`src/rtl/rocket_sprite_core.sv`:
```
// rtl/rocket_sprite_core.sv - sprite overlay stage: bus bridge to sprite RAM, origin shadowing, palette compositing
// Fixed two-cycle pixel latency from x/y/si_rgb to sprite_rgb; no stalls.
module rocket_sprite_core #(
  parameter int         CD         = 12,
  parameter int         ADDR_WIDTH = 10,
  parameter int         SPR_BITS   = 5,
  parameter logic [1:0] KEY_CODE   = 2'd0
) (
  input  logic                  clk,
  input  logic                  reset_n,
  input  logic [10:0]           x,
  input  logic [10:0]           y,
  input  logic [CD-1:0]         si_rgb,
  input  logic                  frame_start,
  input  logic                  wr_en,
  input  logic [13:0]           wr_addr,
  input  logic [31:0]           wr_data,
  output logic                  ram_we,
  output logic [ADDR_WIDTH-1:0] ram_addr_w,
  output logic [1:0]            ram_din,
  output logic [ADDR_WIDTH-1:0] ram_addr_r,
  input  logic [1:0]            ram_dout,
  output logic [CD-1:0]         sprite_rgb
);

  localparam logic [10:0] SPR_SIZE = 11'(1 << SPR_BITS);

  logic                  ram_we_q, ram_we_d;
  logic [ADDR_WIDTH-1:0] ram_addr_w_q, ram_addr_w_d;
  logic [1:0]            ram_din_q, ram_din_d;
  logic [10:0]           x0_pend_q, x0_pend_d, y0_pend_q, y0_pend_d;
  logic [10:0]           x0_q, x0_d, y0_q, y0_d;
  logic                  bypass_q, bypass_d;
  logic [CD-1:0]         pal1_q, pal1_d, pal2_q, pal2_d, pal3_q, pal3_d;
  logic                  in_reg_d1_q, in_reg_d1_d;
  logic [CD-1:0]         si_rgb_d1_q, si_rgb_d1_d;
  logic [CD-1:0]         sprite_rgb_q, sprite_rgb_d;
  logic [10:0]           xr, yr;
  logic                  in_reg;
  logic                  unused_bits;

  assign unused_bits = ^{wr_data[31:CD], wr_addr[12:ADDR_WIDTH]};

  always_comb begin
    ram_we_d     = wr_en & ~wr_addr[13];
    ram_addr_w_d = ram_addr_w_q;
    ram_din_d    = ram_din_q;
    x0_pend_d    = x0_pend_q;
    y0_pend_d    = y0_pend_q;
    bypass_d     = bypass_q;
    pal1_d       = pal1_q;
    pal2_d       = pal2_q;
    pal3_d       = pal3_q;
    if (ram_we_d) begin
      ram_addr_w_d = wr_addr[ADDR_WIDTH-1:0];
      ram_din_d    = wr_data[1:0];
    end
    if (wr_en && wr_addr[13]) begin
      case (wr_addr[2:0])
        3'd0:    x0_pend_d = wr_data[10:0];
        3'd1:    y0_pend_d = wr_data[10:0];
        3'd2:    bypass_d  = wr_data[0];
        3'd4:    pal1_d    = wr_data[CD-1:0];
        3'd5:    pal2_d    = wr_data[CD-1:0];
        3'd6:    pal3_d    = wr_data[CD-1:0];
        default: ;
      endcase
    end

    // Origin loaded at frame_start is used for that very first pixel too.
    x0_d = frame_start ? x0_pend_d : x0_q;
    y0_d = frame_start ? y0_pend_d : y0_q;

    xr         = x - x0_d;
    yr         = y - y0_d;
    in_reg     = (xr < SPR_SIZE) && (yr < SPR_SIZE);
    ram_addr_r = {yr[SPR_BITS-1:0], xr[SPR_BITS-1:0]};

    in_reg_d1_d = in_reg;
    si_rgb_d1_d = si_rgb;

    sprite_rgb_d = si_rgb_d1_q;
    if (!bypass_q && in_reg_d1_q && ram_dout != KEY_CODE) begin
      case (ram_dout)
        2'd1:    sprite_rgb_d = pal1_q;
        2'd2:    sprite_rgb_d = pal2_q;
        2'd3:    sprite_rgb_d = pal3_q;
        default: sprite_rgb_d = si_rgb_d1_q;
      endcase
    end
  end

  always_ff @(posedge clk or negedge reset_n) begin
    if (!reset_n) begin
      ram_we_q     <= 1'b0;
      ram_addr_w_q <= '0;
      ram_din_q    <= '0;
      x0_pend_q    <= '0;
      y0_pend_q    <= '0;
      x0_q         <= '0;
      y0_q         <= '0;
      bypass_q     <= 1'b1;
      pal1_q       <= CD'(12'hF00);
      pal2_q       <= CD'(12'hFFF);
      pal3_q       <= CD'(12'h888);
      in_reg_d1_q  <= 1'b0;
      si_rgb_d1_q  <= '0;
      sprite_rgb_q <= '0;
    end else begin
      ram_we_q     <= ram_we_d;
      ram_addr_w_q <= ram_addr_w_d;
      ram_din_q    <= ram_din_d;
      x0_pend_q    <= x0_pend_d;
      y0_pend_q    <= y0_pend_d;
      x0_q         <= x0_d;
      y0_q         <= y0_d;
      bypass_q     <= bypass_d;
      pal1_q       <= pal1_d;
      pal2_q       <= pal2_d;
      pal3_q       <= pal3_d;
      in_reg_d1_q  <= in_reg_d1_d;
      si_rgb_d1_q  <= si_rgb_d1_d;
      sprite_rgb_q <= sprite_rgb_d;
    end
  end

  assign ram_we     = ram_we_q;
  assign ram_addr_w = ram_addr_w_q;
  assign ram_din    = ram_din_q;
  assign sprite_rgb = sprite_rgb_q;

endmodule

```
`config.mk`:
```
export PLATFORM = sky130hd
export DESIGN_NAME = rocket_sprite_core
export DESIGN_NICKNAME = d
export VERILOG_FILES = /design/src/rtl/rocket_sprite_core.sv
export SDC_FILE = /design/constraint.sdc
export NUM_CORES = 1
export LEC_CHECK = 0
export CAP_MARGIN = 10
export CELL_PAD_IN_SITES_DETAIL_PLACEMENT = 1
export CELL_PAD_IN_SITES_GLOBAL_PLACEMENT = 2
export CORE_UTILIZATION = 36
export CTS_CLUSTER_DIAMETER = 50
export DETAILED_ROUTE_END_ITERATION = 8
export GPL_TIMING_DRIVEN = 0
export PLACE_DENSITY_LB_ADDON = 0.12
export SYNTH_ARGS = -nofsm -noshare
export SYNTH_HDL_FRONTEND = slang
export SYNTH_SLANG_ARGS = --single-unit
```
`constraint.sdc`:
```
create_clock -name clk -period 8.77 [get_ports clk]
set_input_delay 1.754 -clock clk [delete_from_list [all_inputs] [get_ports clk]]
set_output_delay 1.754 -clock clk [all_outputs]
set_load 0.1 [all_outputs]
```
* Word-level counts from Yosys, hierarchy flattened
Cells that the tools add are included.
** Storage, ports and cells
- Register bits after elaboration :: 119
- Input port bits :: 86
- Output and inout bits :: 35
- Word-level logic and storage cells :: 47
** Cells by class
- $add $sub $neg :: 2
- $lt $le $gt $ge :: 2
- Equal/unequal tests :: 8
- Multiplexer cells :: 8
- Bitwise gates (word level) :: 2
- Reductions and logical operators :: 11
** Operators with widths (count)
- 2-to-1 mux 11 bit :: 6
- case mux 12 bit (3 select lines) :: 1
- < comparator 11 x 6 -> 1 bit (second input constant) :: 2
- subtractor 11 bit :: 2
- 2-to-1 mux 12 bit :: 1
- equality test 3 bit (second input constant) :: 3
- AND reduction 2 bit :: 4
- equality test 2 bit (second input constant) :: 2
- logical AND 1 bit :: 4
- equality test 3 x 1 -> 1 bit (second input constant) :: 1
- equality test 3 x 2 -> 1 bit (second input constant) :: 1
- logical NOT 3 bit :: 1
- equality test 2 x 1 -> 1 bit (second input constant) :: 1
- nonzero test 2 bit :: 1
- AND 1 bit :: 1
- logical NOT 1 bit :: 1
- NOT 1 bit :: 1

* Depth between registers and ports, before layout
- Depth in word-level cells :: 7
- Mapped depth :: 14
- Depth with buffers taken out :: 13

* Least setup slack after synthesis
OpenSTA, ideal clock, no wires.
- Path type :: input to output
- From :: in wr_addr[1]
- To :: out ram_addr_r[4]
- Data arrival time :: 5428 ps
- Required time :: 7016 ps
- Path slack :: 1588 ps
- Stages on the path :: 11
- Path buffers :: 1
- Cells stage by stage :: and4bb_1 -> and2_1 -> buf_2 -> mux2_1 -> mux2_2 -> ha_1 -> fa_1 -> clkinv_1 -> a21o_1 -> a21oi_1 -> xnor2_1
** Between the ends
- Longest elaborated chain between the ends :: 5
** RTL lines
- start, declared :: line 16 : input logic [13:0] wr_addr,
- logical NOT 3 bit :: line 59 : case (wr_addr[2:0])
- 2-to-1 mux 11 bit :: line 59
- 2-to-1 mux 11 bit :: line 58 : if (wr_en && wr_addr[13]) begin
- net x0_pend_d[0] :: line 31 : logic [10:0] x0_pend_q, x0_pend_d, y0_pend_q, y0_pend_d;
- 2-to-1 mux 11 bit :: line 71 : x0_d = frame_start ? x0_pend_d : x0_q;
- net x0_d[0] :: line 32 : logic [10:0] x0_q, x0_d, y0_q, y0_d;
- subtractor 11 bit :: line 74 : xr = x - x0_d;
- end, declared :: line 21 : output logic [ADDR_WIDTH-1:0] ram_addr_r,
The timed path passes the listed nets, and every way through them passes these cells.

* Final worst setup path
- From :: in wr_addr[2]
- To :: out ram_addr_r[4]
Same word-level chain as after synthesis.

==> results.md <==
- Status: finished, final reports clean
- Post-CTS sizing: 0
- Initial antenna violation count: 0
- DRC: 0
- Die area: between 0.015 and 0.02 sq mm
- Fill count: 1626
- F_max: about 130 MHz
- RSZ-0062 raised after global routing: no
- Fraction of layout cells with a size suffix above 1: 0.2088
- Post-route ant nets: 0
- Leading cell type in the layout, fill and taps excluded: dfrtp_1
- Part of the Yosys area used for sequential elements: 0.5329
- DR WL/cell: 15.81 um
- Post-Synthesis Cells: around 480
- Post-CTS Setup Inserts: 0
- Post-synthesis mux area share: 0.1681
- Pwr dens: 273.6 mW/mm^2
- Type of origin of the critical path: input pin
- Leakage: 3.487 nW
- Clock slew at reported path FFs: ~0.050 ns
- Initial core utilization: 0.3693
- Number of buffers added on ports: 97
- Number of synthesized flops with an enable pin: 0
- Worst EP arrival: just under 6 ns
- Hold crit path type: reg2reg
- Ys flop type: dfrtp_1
- Die Width: 127.1 um
- Mapped cell area: 0.005635 sq mm
- Die Y: 127.1 um
- Post-Synth XOR/XNOR Area: 0.01687
- Min Tclk post-route: 7.716 ns
- Pre-Repair DR Iteration Count: 4
- Post-synth cell types: 54
- Sw Pwr: a little under 0.7 mW
- Core area: 0.01526 sq mm
- Warnings, synthesis: 0
- Final net count: approximately 710
- Vias per inst: 4.786
- Initial DRC Count: 110
- Hold_buf cts: 0
- Clk buf depth: 2
- Final wirelength: 13020 um
- Sequential share of power: 0.338
- CTS sink cnt: 119
- Slew margin rel.: 0.3418
- Worst Tran Pin Value: ~1 ns
- Clk root buf: clkbuf_16
- Skew final: between 0.009 and 0.01 ns
- Syn_nets: 591
- Setup violations, final: 0
- GRT Total Usage: 0.1754
- WS Path Type: in2out
- Largest net degree at the start of global routing: 103
- Global-route wire length before repair: 21810 um
- Main combinational cell family by area after synthesis: multiplexers
- Cts bufs inserted: 17
- Compound-cell area share of the yosys netlist: 0.1157
- Clock share of power: 0.351
- Combinational Power Share: 0.311
- Endpoint class of the critical path: output port
- Routability cong.: 0.8668
- Slew Viols, Final: 0
- Ant. Diodes: 0
- Post-route setup slack: 1.054 ns
- GRT overflow: 0
- Worst EP required: 7.02 ns
- Internal: 1.367 mW
- Placement Setup Slack: around 1.1 ns
- Worst-Skew Late Latency: 0.41 ns
- Switching part of the total power: 0.3358
- CTS tree: yes
- Syn avg cell area: 11.67 sq um
- P&R area growth vs syn: 33.48%
- Number of global-route vias before repair: 4248
- Synth Area in Simple Gates: 0.06594
- Final Cycle Share: 0.8798
- Synth Area in Adders: 0.05151
- Htree depth: 4
- Setup TNS Final: 0 ns
- Most frequent cells in the layout: 99 x dfrtp_1, 96 x clkdlybuf4s50_1, 63 x mux2_2
- Rows: 45
- Peak VDD IR: between 0.1 and 0.15 mV
- DP Wirelength: 9672 um
- #FFs+latches synth: between 100 and 150
- Post-synth ARST share: 1.000
- Number of I/O pins: 121
- Final Hold Fails: 0
- Via Count: 3944
- Crit path max fanout: 10
- Max cap viols: 0
==> metal layers <==
layer	wire length (um)	GRT usage	share of wire	up-vias
li1	-	-	-	1903
met1	5816	0.2117	0.45	1930
met2	6484	0.3064	0.50	93
met3	499	0.03853	0.038	18
met4	223	0.06653	0.017	0
met5	0	0	0	-
==> final cells by class <==
class / count / area [sq um] / share of cell area
clock buffers: 20 / 446.7 / 0.05938
well taps: 211 / 264.0 / 0.03510
multi-input cells: 292 / 2356 / 0.3132
inverters: 56 / 210.2 / 0.02794
flip-flops and latches: 119 / 3003 / 0.3992
plain buffers: 16 / 66.31 / 0.008816
clock inverters: 12 / 176.4 / 0.02345
repair buffers: 98 / 999.7 / 0.1329
==> worst paths after layout <==
path / start / endpoint / slack [ns] / depth (start not counted)
setup / recovery: wr_addr[2] / ram_addr_r[4] / 1.05 / 13
hold / removal: si_rgb_d1_q[6]$_DFF_PN0_ / sprite_rgb[6]$_DFF_PN0_ / 0.46 / 2
setup reg to reg: y0_pend_q[0]$_DFF_PN0_ / in_reg_d1_q$_DFF_PN0_ / 5.67 / 11
hold reg to reg: si_rgb_d1_q[6]$_DFF_PN0_ / sprite_rgb[6]$_DFF_PN0_ / 0.46 / 2
max in group asynchronous: reset_n / pal2_q[1]$_DFFE_PN1P_ / 6.84 / 2
min in group asynchronous: reset_n / ram_din[0]$_DFFE_PN0P_ / 1.17 / 1
==> metrics by stage <==
step / power [mW] / instance area [sq um] / std cells / hold WS, ns / util
2_1_floorplan: 1.168 / 5635 / 483 / 0.4257 / -
3_3_place_gp: 1.332 / 6870 / 791 / 0.4580 / 0.4503
3_5_place_dp: 1.350 / 6899 / 792 / 0.4479 / 0.4522
4_1_cts: 2.082 / 7522 / 824 / 0.4693 / 0.4930
5_1_grt: 2.153 / 7522 / 824 / 0.4836 / 0.4930
6_report: 2.058 / 7522 / 824 / 0.4623 / 0.4930
==> flip-flops by register name, indices dropped and copies added (netlist names), 2 cells and up <==
name         count
y0_pend_q       11
pal3_q          12
x0_pend_q       11
x0_q            11
pal2_q          12
ram_din          2
sprite_rgb      12
ram_addr_w      10
y0_q            11
pal1_q          12
si_rgb_d1_q     12
==> power groups by stage <==
stage | combinational, mW | clock, mW | sequential [mW]
final | 0.640 | 0.722 | 0.696
after global routing | 0.688 | 0.757 | 0.708
after CTS | 0.648 | 0.737 | 0.697
after detailed placement | 0.645 | 0 | 0.704
after global placement | 0.633 | 0 | 0.699
after floorplan | 0.392 | 0 | 0.777
==> logic make-up (layout without fill, tap and decap cells) <==
kind of cell	Yosys count	in the layout
mux	86	86
simple gates	78	78
xor+xnor	10	10
compound gates	96	96
flops	119	119
fa+ha+maj	22	22
buf+inv	72	202
==> worst max-delay path: stages <==
cell             delay, ns
clkdlybuf4s50_1       0.53
and4bb_1              0.36
and2_1                0.13
buf_2                 0.29
mux2_1                0.38
mux2_2                0.28
ha_1                  0.23
fa_1                  0.42
clkinv_1              0.06
a21o_1                0.13
a21oi_1               0.08
xnor2_1               0.16
clkdlybuf4s50_1       1.15
==> synthesized netlist by cell type, types with 3 or more instances <==
library cell  count  area share
mux2i_1          20       0.036
nor2b_1           6      0.0067
o211ai_1          3      0.0040
clkbuf_1         10      0.0067
buf_1             3      0.0020
nand3_1           8      0.0071
dfstp_2          20       0.093
dfrtp_1          99        0.44
o21ai_0          20       0.018
and3_1            3      0.0033
nand2_1          19       0.013
a21oi_1          17       0.015
mux2_2           63        0.13
a21o_1           21       0.028
inv_1            55       0.037
xor2_1            3      0.0047
o21ai_1           3      0.0027
xnor2_1           6      0.0093
ha_1             20       0.044
nor2_1           32       0.021
a22oi_1          12       0.016
No activity file was read; power rests on OpenSTA's default activity.
